File: src/rtl/instr_fetch_unit.sv
// Instruction fetch unit: requests words from instruction memory and presents
// them to the controller, with a one-entry skid buffer, redirect and retry.
module instr_fetch_unit #(
    parameter logic [31:0] RESET_PC     = 32'h0000_0000,
    parameter int unsigned IMEM_TIMEOUT = 16
) (
    input  logic        Clk,
    input  logic        Rst,
    output logic        IMemReq,
    output logic [31:0] IMemAddr,
    input  logic        IMemAck,
    input  logic [31:0] IMemRdata,
    input  logic        Stall,
    input  logic        PCSrc,
    input  logic [31:0] BranchTarget,
    output logic [31:0] Instruction,
    output logic        InstrValid,
    output logic [31:0] PCPlus4
);

    typedef enum logic [1:0] {
        IDLE,
        FETCH,
        DROP,
        HOLD
    } state_e;

    localparam logic [4:0] WaitMax = 5'(IMEM_TIMEOUT - 1);

    state_e      state_q, state_d;
    logic [31:0] pc_q, pc_d;
    logic [31:0] instr_q, instr_d;
    logic [31:0] pcp4_q, pcp4_d;
    logic        valid_q, valid_d;
    logic [31:0] skid_instr_q, skid_instr_d;
    logic [31:0] skid_pcp4_q, skid_pcp4_d;
    logic        skid_v_q, skid_v_d;
    logic [4:0]  wait_q, wait_d;
    logic        gap_q, gap_d;

    logic [31:0] pc_inc;
    logic [31:0] redir_pc;
    logic        req;
    logic        ack_ok;

    assign pc_inc   = pc_q + 32'd4;
    assign redir_pc = BranchTarget & 32'hFFFF_FFFC;
    assign req      = (state_q == FETCH) && !gap_q;
    assign ack_ok   = IMemAck && req;

    assign IMemReq     = req;
    assign IMemAddr    = pc_q;
    assign Instruction = instr_q;
    assign InstrValid  = valid_q;
    assign PCPlus4     = pcp4_q;

    always_ff @(posedge Clk or negedge Rst) begin
        if (!Rst) begin
            state_q      <= IDLE;
            pc_q         <= RESET_PC;
            instr_q      <= '0;
            pcp4_q       <= '0;
            valid_q      <= 1'b0;
            skid_instr_q <= '0;
            skid_pcp4_q  <= '0;
            skid_v_q     <= 1'b0;
            wait_q       <= '0;
            gap_q        <= 1'b0;
        end else begin
            state_q      <= state_d;
            pc_q         <= pc_d;
            instr_q      <= instr_d;
            pcp4_q       <= pcp4_d;
            valid_q      <= valid_d;
            skid_instr_q <= skid_instr_d;
            skid_pcp4_q  <= skid_pcp4_d;
            skid_v_q     <= skid_v_d;
            wait_q       <= wait_d;
            gap_q        <= gap_d;
        end
    end

    always_comb begin
        state_d      = state_q;
        pc_d         = pc_q;
        instr_d      = instr_q;
        pcp4_d       = pcp4_q;
        valid_d      = valid_q;
        skid_instr_d = skid_instr_q;
        skid_pcp4_d  = skid_pcp4_q;
        skid_v_d     = skid_v_q;
        wait_d       = wait_q;
        gap_d        = gap_q;

        unique case (state_q)
            IDLE: begin
                state_d = FETCH;
                wait_d  = '0;
            end
            FETCH: begin
                if (PCSrc) begin
                    pc_d     = redir_pc;
                    valid_d  = 1'b0;
                    skid_v_d = 1'b0;
                    wait_d   = '0;
                    gap_d    = 1'b0;
                    state_d  = (req && !IMemAck) ? DROP : FETCH;
                end else if (ack_ok) begin
                    wait_d = '0;
                    pc_d   = pc_inc;
                    if (Stall) begin
                        skid_instr_d = IMemRdata;
                        skid_pcp4_d  = pc_inc;
                        skid_v_d     = 1'b1;
                        state_d      = HOLD;
                    end else begin
                        instr_d = IMemRdata;
                        pcp4_d  = pc_inc;
                        valid_d = 1'b1;
                    end
                end else if (gap_q) begin
                    gap_d = 1'b0;
                end else if (wait_q == WaitMax) begin
                    // one idle cycle, then the same address is requested again
                    gap_d  = 1'b1;
                    wait_d = '0;
                end else begin
                    wait_d = wait_q + 5'd1;
                end
            end
            DROP: begin
                if (PCSrc) begin
                    pc_d     = redir_pc;
                    valid_d  = 1'b0;
                    skid_v_d = 1'b0;
                    wait_d   = '0;
                end else if (IMemAck || wait_q == WaitMax) begin
                    // a lost ack must not strand us here forever
                    state_d = FETCH;
                    wait_d  = '0;
                end else begin
                    wait_d = wait_q + 5'd1;
                end
            end
            HOLD: begin
                if (PCSrc) begin
                    pc_d     = redir_pc;
                    valid_d  = 1'b0;
                    skid_v_d = 1'b0;
                    wait_d   = '0;
                    state_d  = FETCH;
                end else if (!Stall && skid_v_q) begin
                    instr_d  = skid_instr_q;
                    pcp4_d   = skid_pcp4_q;
                    valid_d  = 1'b1;
                    skid_v_d = 1'b0;
                    state_d  = FETCH;
                end
            end
            default: state_d = IDLE;
        endcase
    end

endmodule

File: config.mk
export PLATFORM = sky130hd
export DESIGN_NAME = instr_fetch_unit
export DESIGN_NICKNAME = d
export VERILOG_FILES = /design/src/rtl/instr_fetch_unit.sv
export SDC_FILE = /design/constraint.sdc
export NUM_CORES = 1
export LEC_CHECK = 0
export CAP_MARGIN = 30
export CORE_ASPECT_RATIO = 0.8
export CORE_MARGIN = 2
export CORE_UTILIZATION = 30
export DETAILED_ROUTE_END_ITERATION = 16
export SLEW_MARGIN = 20
export SYNTH_ARGS = -nofsm -noshare
export SYNTH_HDL_FRONTEND = slang
export SYNTH_SLANG_ARGS = --single-unit
File: constraint.sdc
create_clock -name Clk -period 3.1 [get_ports Clk]
set_clock_uncertainty 0.15 [all_clocks]
set_input_delay 0.465 -clock Clk [delete_from_list [all_inputs] [get_ports Clk]]
set_output_delay 0.465 -clock Clk [all_outputs]
set_load 0.05 [all_outputs]
# --- Yosys cells after proc, flatten, opt, wreduce, memory -nomap -nowiden ---
# Cells that the tools add are included.
op_classes:
  n_addsub: 2
  eq_ne: 20
  muxes: 50
  bitwise_logic: 1
  reduce_logical: 21
op_table:
  columns: ["op", "count"]
  rows:
  - ["2-to-1 mux 32 bit", 13]
  - ["case mux 32 bit (2 select lines)", 3]
  - ["2-to-1 mux 5 bit", 7]
  - ["adder 32 x 3 -> 32 bit, second input constant", 1]
  - ["inequality test 2 bit, second input constant", 10]
  - ["case mux 5 bit (4 select lines)", 1]
  - ["2-to-1 mux 2 bit", 8]
  - ["2-to-1 mux 1 bit", 15]
  - ["AND reduction 5 bit", 3]
  - ["inequality test 3 bit, second input constant", 4]
  - ["case mux 2 bit (4 select lines)", 1]
  - ["case mux 1 bit (3 select lines)", 2]
  - ["AND reduction 6 bit", 1]
  - ["adder 5 x 1 -> 5 bit, second input constant", 1]
  - ["== test 5 x 4 -> 1 bit, second input constant", 1]
  - ["== test 2 bit, second input constant", 2]
  - ["logical AND 1 bit", 4]
  - ["inequality test 4 bit, second input constant", 1]
  - ["AND reduction 2 bit", 2]
  - ["AND reduction 4 bit", 1]
  - ["nonzero test 2 bit", 2]
  - ["zero test 1 bit", 3]
  - ["AND reduction 3 bit", 1]
  - ["nonzero test 3 bit", 1]
  - ["6 further kinds", 6]
word_totals:
  regBits: 170
  inputBits: 69
  out_inout_bits: 98
  wordCells: 104

# --- Logic depth before layout (Yosys ltp) ---
# Gate-level depths: netlist of run 1.
depth:
  word_depth: 6
  ltp_mapped: 9
  ltp_nobuf: 8

# --- Least setup slack after synthesis of run 1 ---
# Ideal clock, no wire load.
synth_path:
  kind: "register -> register"
  start: "register pc_q[8], in the netlist IMemAddr[8]"
  end: "register pcp4_q[28], in the netlist PCPlus4[28]"
  setup_time_ns: 0.082
  arrival_time_ns: 2.215
  t_required_ns: 2.868
  setup_slack_ns: 0.653
  path_stages_with_launch: 8
  path_buffers: 2
  synth_period_minus_slack_ns: 2.447
  path_cell_list: "dfrtp_1 -> buf_2 -> and4_1 -> buf_2 -> nand4_2 -> or4_4 -> xor2_1 -> o22ai_1"
synth_via:
  elab_chain_cells: 5
synth_rtl:
  columns: ["item", "line_no", "text"]
  rows:
  - ["start, declared", "31", "logic [31:0] pc_q, pc_d;"]
  - ["start signal, assigned", "71", "pc_q <= pc_d;"]
  - ["adder 32 x 3 -> 32 bit", "46", "assign pc_inc = pc_q + 32'd4;"]
  - ["2-to-1 mux 32 bit", "111", "if (Stall) begin"]
  - ["2-to-1 mux 32 bit", "108", "end else if (ack_ok) begin"]
  - ["2-to-1 mux 32 bit", "101", "if (PCSrc) begin"]
  - ["case mux 32 bit (2 select lines)", "95", "unique case (state_q)"]
  - ["end signal, assigned", "73", "pcp4_q <= pcp4_d;"]
  - ["end, declared", "33", "logic [31:0] pcp4_q, pcp4_d;"]
# Every way passes these cells. The select of a mux whose other input is x is not followed.
# A chain may end at the register's enable or synchronous reset.

# --- Worst setup path after layout of run 1 ---
layout_path:
  start: "register state_q[1]"
  end: "output IMemReq"
layout_via:
  elab_chain_cells: 2
layout_rtl:
  columns: ["item", "line_no", "text"]
  rows:
  - ["start, declared", "30", "state_e state_q, state_d;"]
  - ["start signal, assigned", "70", "state_q <= state_d;"]
  - ["== test 2 x 1 -> 1 bit", "48", "assign req = (state_q == FETCH) && !gap_q;"]
  - ["logical AND 1 bit", "48", null]
  - ["end, declared", "9", "output logic IMemReq,"]
# Every way passes these cells.

==> impl_metrics.py, run 1 <==
metrics = {
    "synthesis": {
        "syn_avg_cell_area_um2": 9.707,
        "synth_area_um2": 8105,
        "ys_top_cells_by_area": "dfrtp_1, mux2_2, o21ai_0",
        "ys.flop_type": "dfrtp_1",
        "synth-seq-area-share": 0.5063,
        "synthCells": 835,
        "yosysWarnings": 0,
        "ys_types": 56,
        "ys_async_sr_fraction": 1.000,
        "yosysTopAreaCell": "dfrtp_1",
        "ys_seq_elements": 164,
        "synth_top_area_share": 0.5063,
        "synth-edff-count": 0,
    },
    "detailed_routing": {
        "wl_per_cell_um": 16.87,
        "via_count": 6736,
        "dr.pass1.iters": 5,
        "drc": 0,
        "wl_um": 22760,
        "drt_iter0_drc": 453,
        "vias_per_cell": 4.993,
        "route.antenna.remaining_nets": 0,
    },
    "sta": {
        "final_hold_viol_count": 0,
        "finalSetupViolCount": 0,
        "tns_ps": 0,
        "tightest_slew_ps": 710.7,
        "fmax_mhz": 353.6,
        "maxSlewViolCount": 0,
        "fin_crit_sh": 0.9122,
        "min_period_ps": 2828,
        "max-slew-margin-rel": 0.5218,
        "timing.final.ws_setup_ps": 272.2,
        "rsz0062_at_grt": "false",
    },
    "grt": {
        "grt_pass1_wl_um": 35750,
        "grt_usage": 0.1622,
        "antenna_found_initial": 0,
        "grt_max_degree": 88,
        "grt-ovfl-total": 0,
        "grt_pass1_vias": 6312,
    },
    "placement": {
        "gp_congestion": 0.9064,
        "dp_hpwl_um": 15780,
        "placed_cell_area_um2": 10150,
        "portBuffers": 160,
        "dp_slack_ps": 353.7,
    },
    "cts": {
        "cts.clk_slew.worst_paths_ps": 70,
        "htree_levels": 4,
        "cts_tree": "yes",
        "cts_root_buf": "clkbuf_16",
        "clock_sinks": 164,
        "numCtsBuffers": 17,
        "postCtsSetupBuffers": 0,
        "clk_latency_ps": 430,
        "cts_max_path_buffers": 2,
    },
    "finish": {
        "area_delta_synth_final_pct": 32.63,
        "nets": 1055,
        "multiInputGateArea_um2": 3719,
        "utilization": 0.4073,
        "diodes": 0,
        "fill_cells": 2611,
        "final_area_um2": 10750,
        "ff_latch_area_um2": 4104,
        "drive_above_1_share": 0.1139,
    },
    "worst_hold_path": {
        "hp-class": "flip-flop to flip-flop",
        "holdCritStartpoint": "Instruction[9]",
    },
    "setup_path": {
        "worstPathArrival_ps": 2210,
        "reg2reg_from": "IMemAddr[2]",
        "end_kind": "primary output",
        "cp.required_ps": 2480,
        "start_kind": "flip-flop",
        "path_max_fanout": 5,
        "critPathLaunch": "state_q[1]",
        "path_class": "flip-flop to primary output",
    },
    "floorplan": {
        "dieArea_um2": 28360,
        "fp.dieH_um": 151.0,
        "ioPinCount": 167,
        "rows": 53,
        "initial_core_util": 0.3071,
        "die_w_um": 187.8,
        "coreArea_um2": 26390,
    },
    "pwr": {
        "sw_frac_of_total": 0.4730,
        "seqPwrFrac": 0.312,
        "power_switching_mw": 5.995,
        "combPwrFrac": 0.523,
        "internal_power_mw": 6.680,
        "power_density_nw_per_um2": 1179,
        "p_clk_frac": 0.165,
        "vdd_ir_drop_max_mv": 0.5448,
        "leakage_nw": 4.390,
    },
    "outcome": {
        "status": "finished, final reports clean",
    },
    "run": {
        "drv_cap": 0,
    },
}
-- power groups by stage --
| stage | sequential, mW | clock, mW | combinational [mW] |
|---|---|---|---|
| 5_1_grt | 4.09 | 2.25 | 7.13 |
| 3_3_place_gp | 3.95 | 0 | 6.58 |
| 6_report | 3.95 | 2.10 | 6.63 |
| 4_1_cts | 3.94 | 2.17 | 6.68 |
| 3_5_place_dp | 3.97 | 0 | 6.66 |
| 2_1_floorplan | 5.64 | 0 | 2.69 |
-- placed cells by master, fill, tap and decap left out, types with 3 or more instances in the layout --
master	synthesis	final
xor2_1	8	8
or3_1	7	7
clkinvlp_4	0	4
a21oi_1	67	67
ha_1	7	6
inv_6	0	3
nand2b_1	6	6
buf_12	0	4
nor2_1	70	70
clkbuf_16	0	17
nor3_2	2	4
mux2_2	41	41
nand4_1	10	10
a31oi_1	6	6
mux2i_1	36	36
buf_4	5	20
a22oi_1	3	3
xnor2_1	14	14
inv_1	14	14
and4_1	5	5
nand3_1	26	26
nand2_1	88	88
o2bb2ai_1	3	3
conb_1	1	4
o31a_1	4	4
nor3_1	15	13
a21o_1	5	5
o31ai_1	3	3
and3_1	10	10
o22ai_1	14	14
clkinv_4	0	3
o21ai_0	91	91
nor2b_1	3	3
dfrtp_1	164	164
nor4_2	3	3
clkdlybuf4s50_1	0	159
a2bb2oi_1	10	10
nor4_1	10	10
-- repair_timing --
item	4_1_cts	5_1_grt
hold endpoints to repair	61	0
hold buffers	1	0
resized for setup	0	0
-- sequential cells by signal, summed over array words and instances (netlist names) --
name	cells
IMemAddr	30
InstrValid	1
Instruction	32
PCPlus4	30
gap_q	1
skid_instr_q	32
skid_pcp4_q	30
skid_v_q	1
state_q	2
wait_q	5
-- metal layers --
layer  vias up  share of wire  GRT usage
met3        13          0.055    0.03892
met2       203           0.46     0.2596
met4         0         0.0087    0.03228
met5         -              0          0
li1       3258              -          -
met1      3262           0.47     0.2247
-- path summary, 6_finish.rpt --
path	to	slack [ps]	cells after the start
hold / removal	Instruction[9]	330	2
setup reg to reg	IMemAddr[26]	550	6
setup / recovery	IMemReq	270	5
hold reg to reg	Instruction[9]	330	2
min in group asynchronous	PCPlus4[19]	450	2
max in group asynchronous	state_q[0]	1520	3
-- cells in the mapped netlist (3+ instances only) --
library cell  number
inv_1             14
o31a_1             4
dfrtp_1          164
nor4_2             3
nand3_1           26
nor4_1            10
a2bb2oi_1         10
nor3_1            15
and3_1            10
mux2i_1           36
buf_2             15
a21o_1             5
nor2_1            70
nand2_1           88
clkbuf_1          43
o31ai_1            3
o21ai_0           91
or3_1              7
mux2_2            41
a21oi_1           67
o2bb2ai_1          3
xnor2_1           14
a31oi_1            6
xor2_1             8
nand4_1           10
a22oi_1            3
buf_4              5
o22ai_1           14
nor2b_1            3
and4_1             5
nand2b_1           6
ha_1               7
-- area by class of cell --
type                       count  area share
inverter                      14    0.004888
clock inverter                12     0.01152
timing repair buffer         186      0.1728
tap                          357     0.04155
clock buffer                  20     0.04155
multi-input combinational    596      0.3459
sequential                   164      0.3818
-- stage by stage --
step,hold slack (ps),total power [mW],std cells
floorplan,19.41,8.329,838
global placement,309.5,10.54,1315
detailed placement,319.0,10.63,1315
CTS,333.5,12.80,1348
global route,356.9,13.47,1349
finish,325.2,12.68,1349
-- critical path, cell delays in order, from the launching register on --
cell and delay (ps):
dfrtp_1 430, inv_1 80, ha_1 250, nand2b_1 150
inv_1 90, clkdlybuf4s50_1 790
-- cells by family after synthesis --
group | share of synthesized area
AND/OR/NAND/NOR | 0.1571
other | 0.0004627
buffers and inverters | 0.04075
XOR/XNOR | 0.02377
AO/OA/AOI/OAI | 0.1593
multiplexers | 0.1014
flip-flops | 0.5063
adder cells (fa/ha/maj) | 0.01081
No activity file was read; power rests on OpenSTA's default activity.
==> run 2, diff against run 1 <==
Settings changed: CTS_CLUSTER_DIAMETER set to 50.
==> results of run 2 <==
Final layout, timing and power as in run 1 (identical DEF).
==> run 3, diff against run 2 <==
Settings changed: GPL_ROUTABILITY_DRIVEN set to 0.
==> results of run 3 <==
Final layout, timing and power as in run 1 (identical DEF).
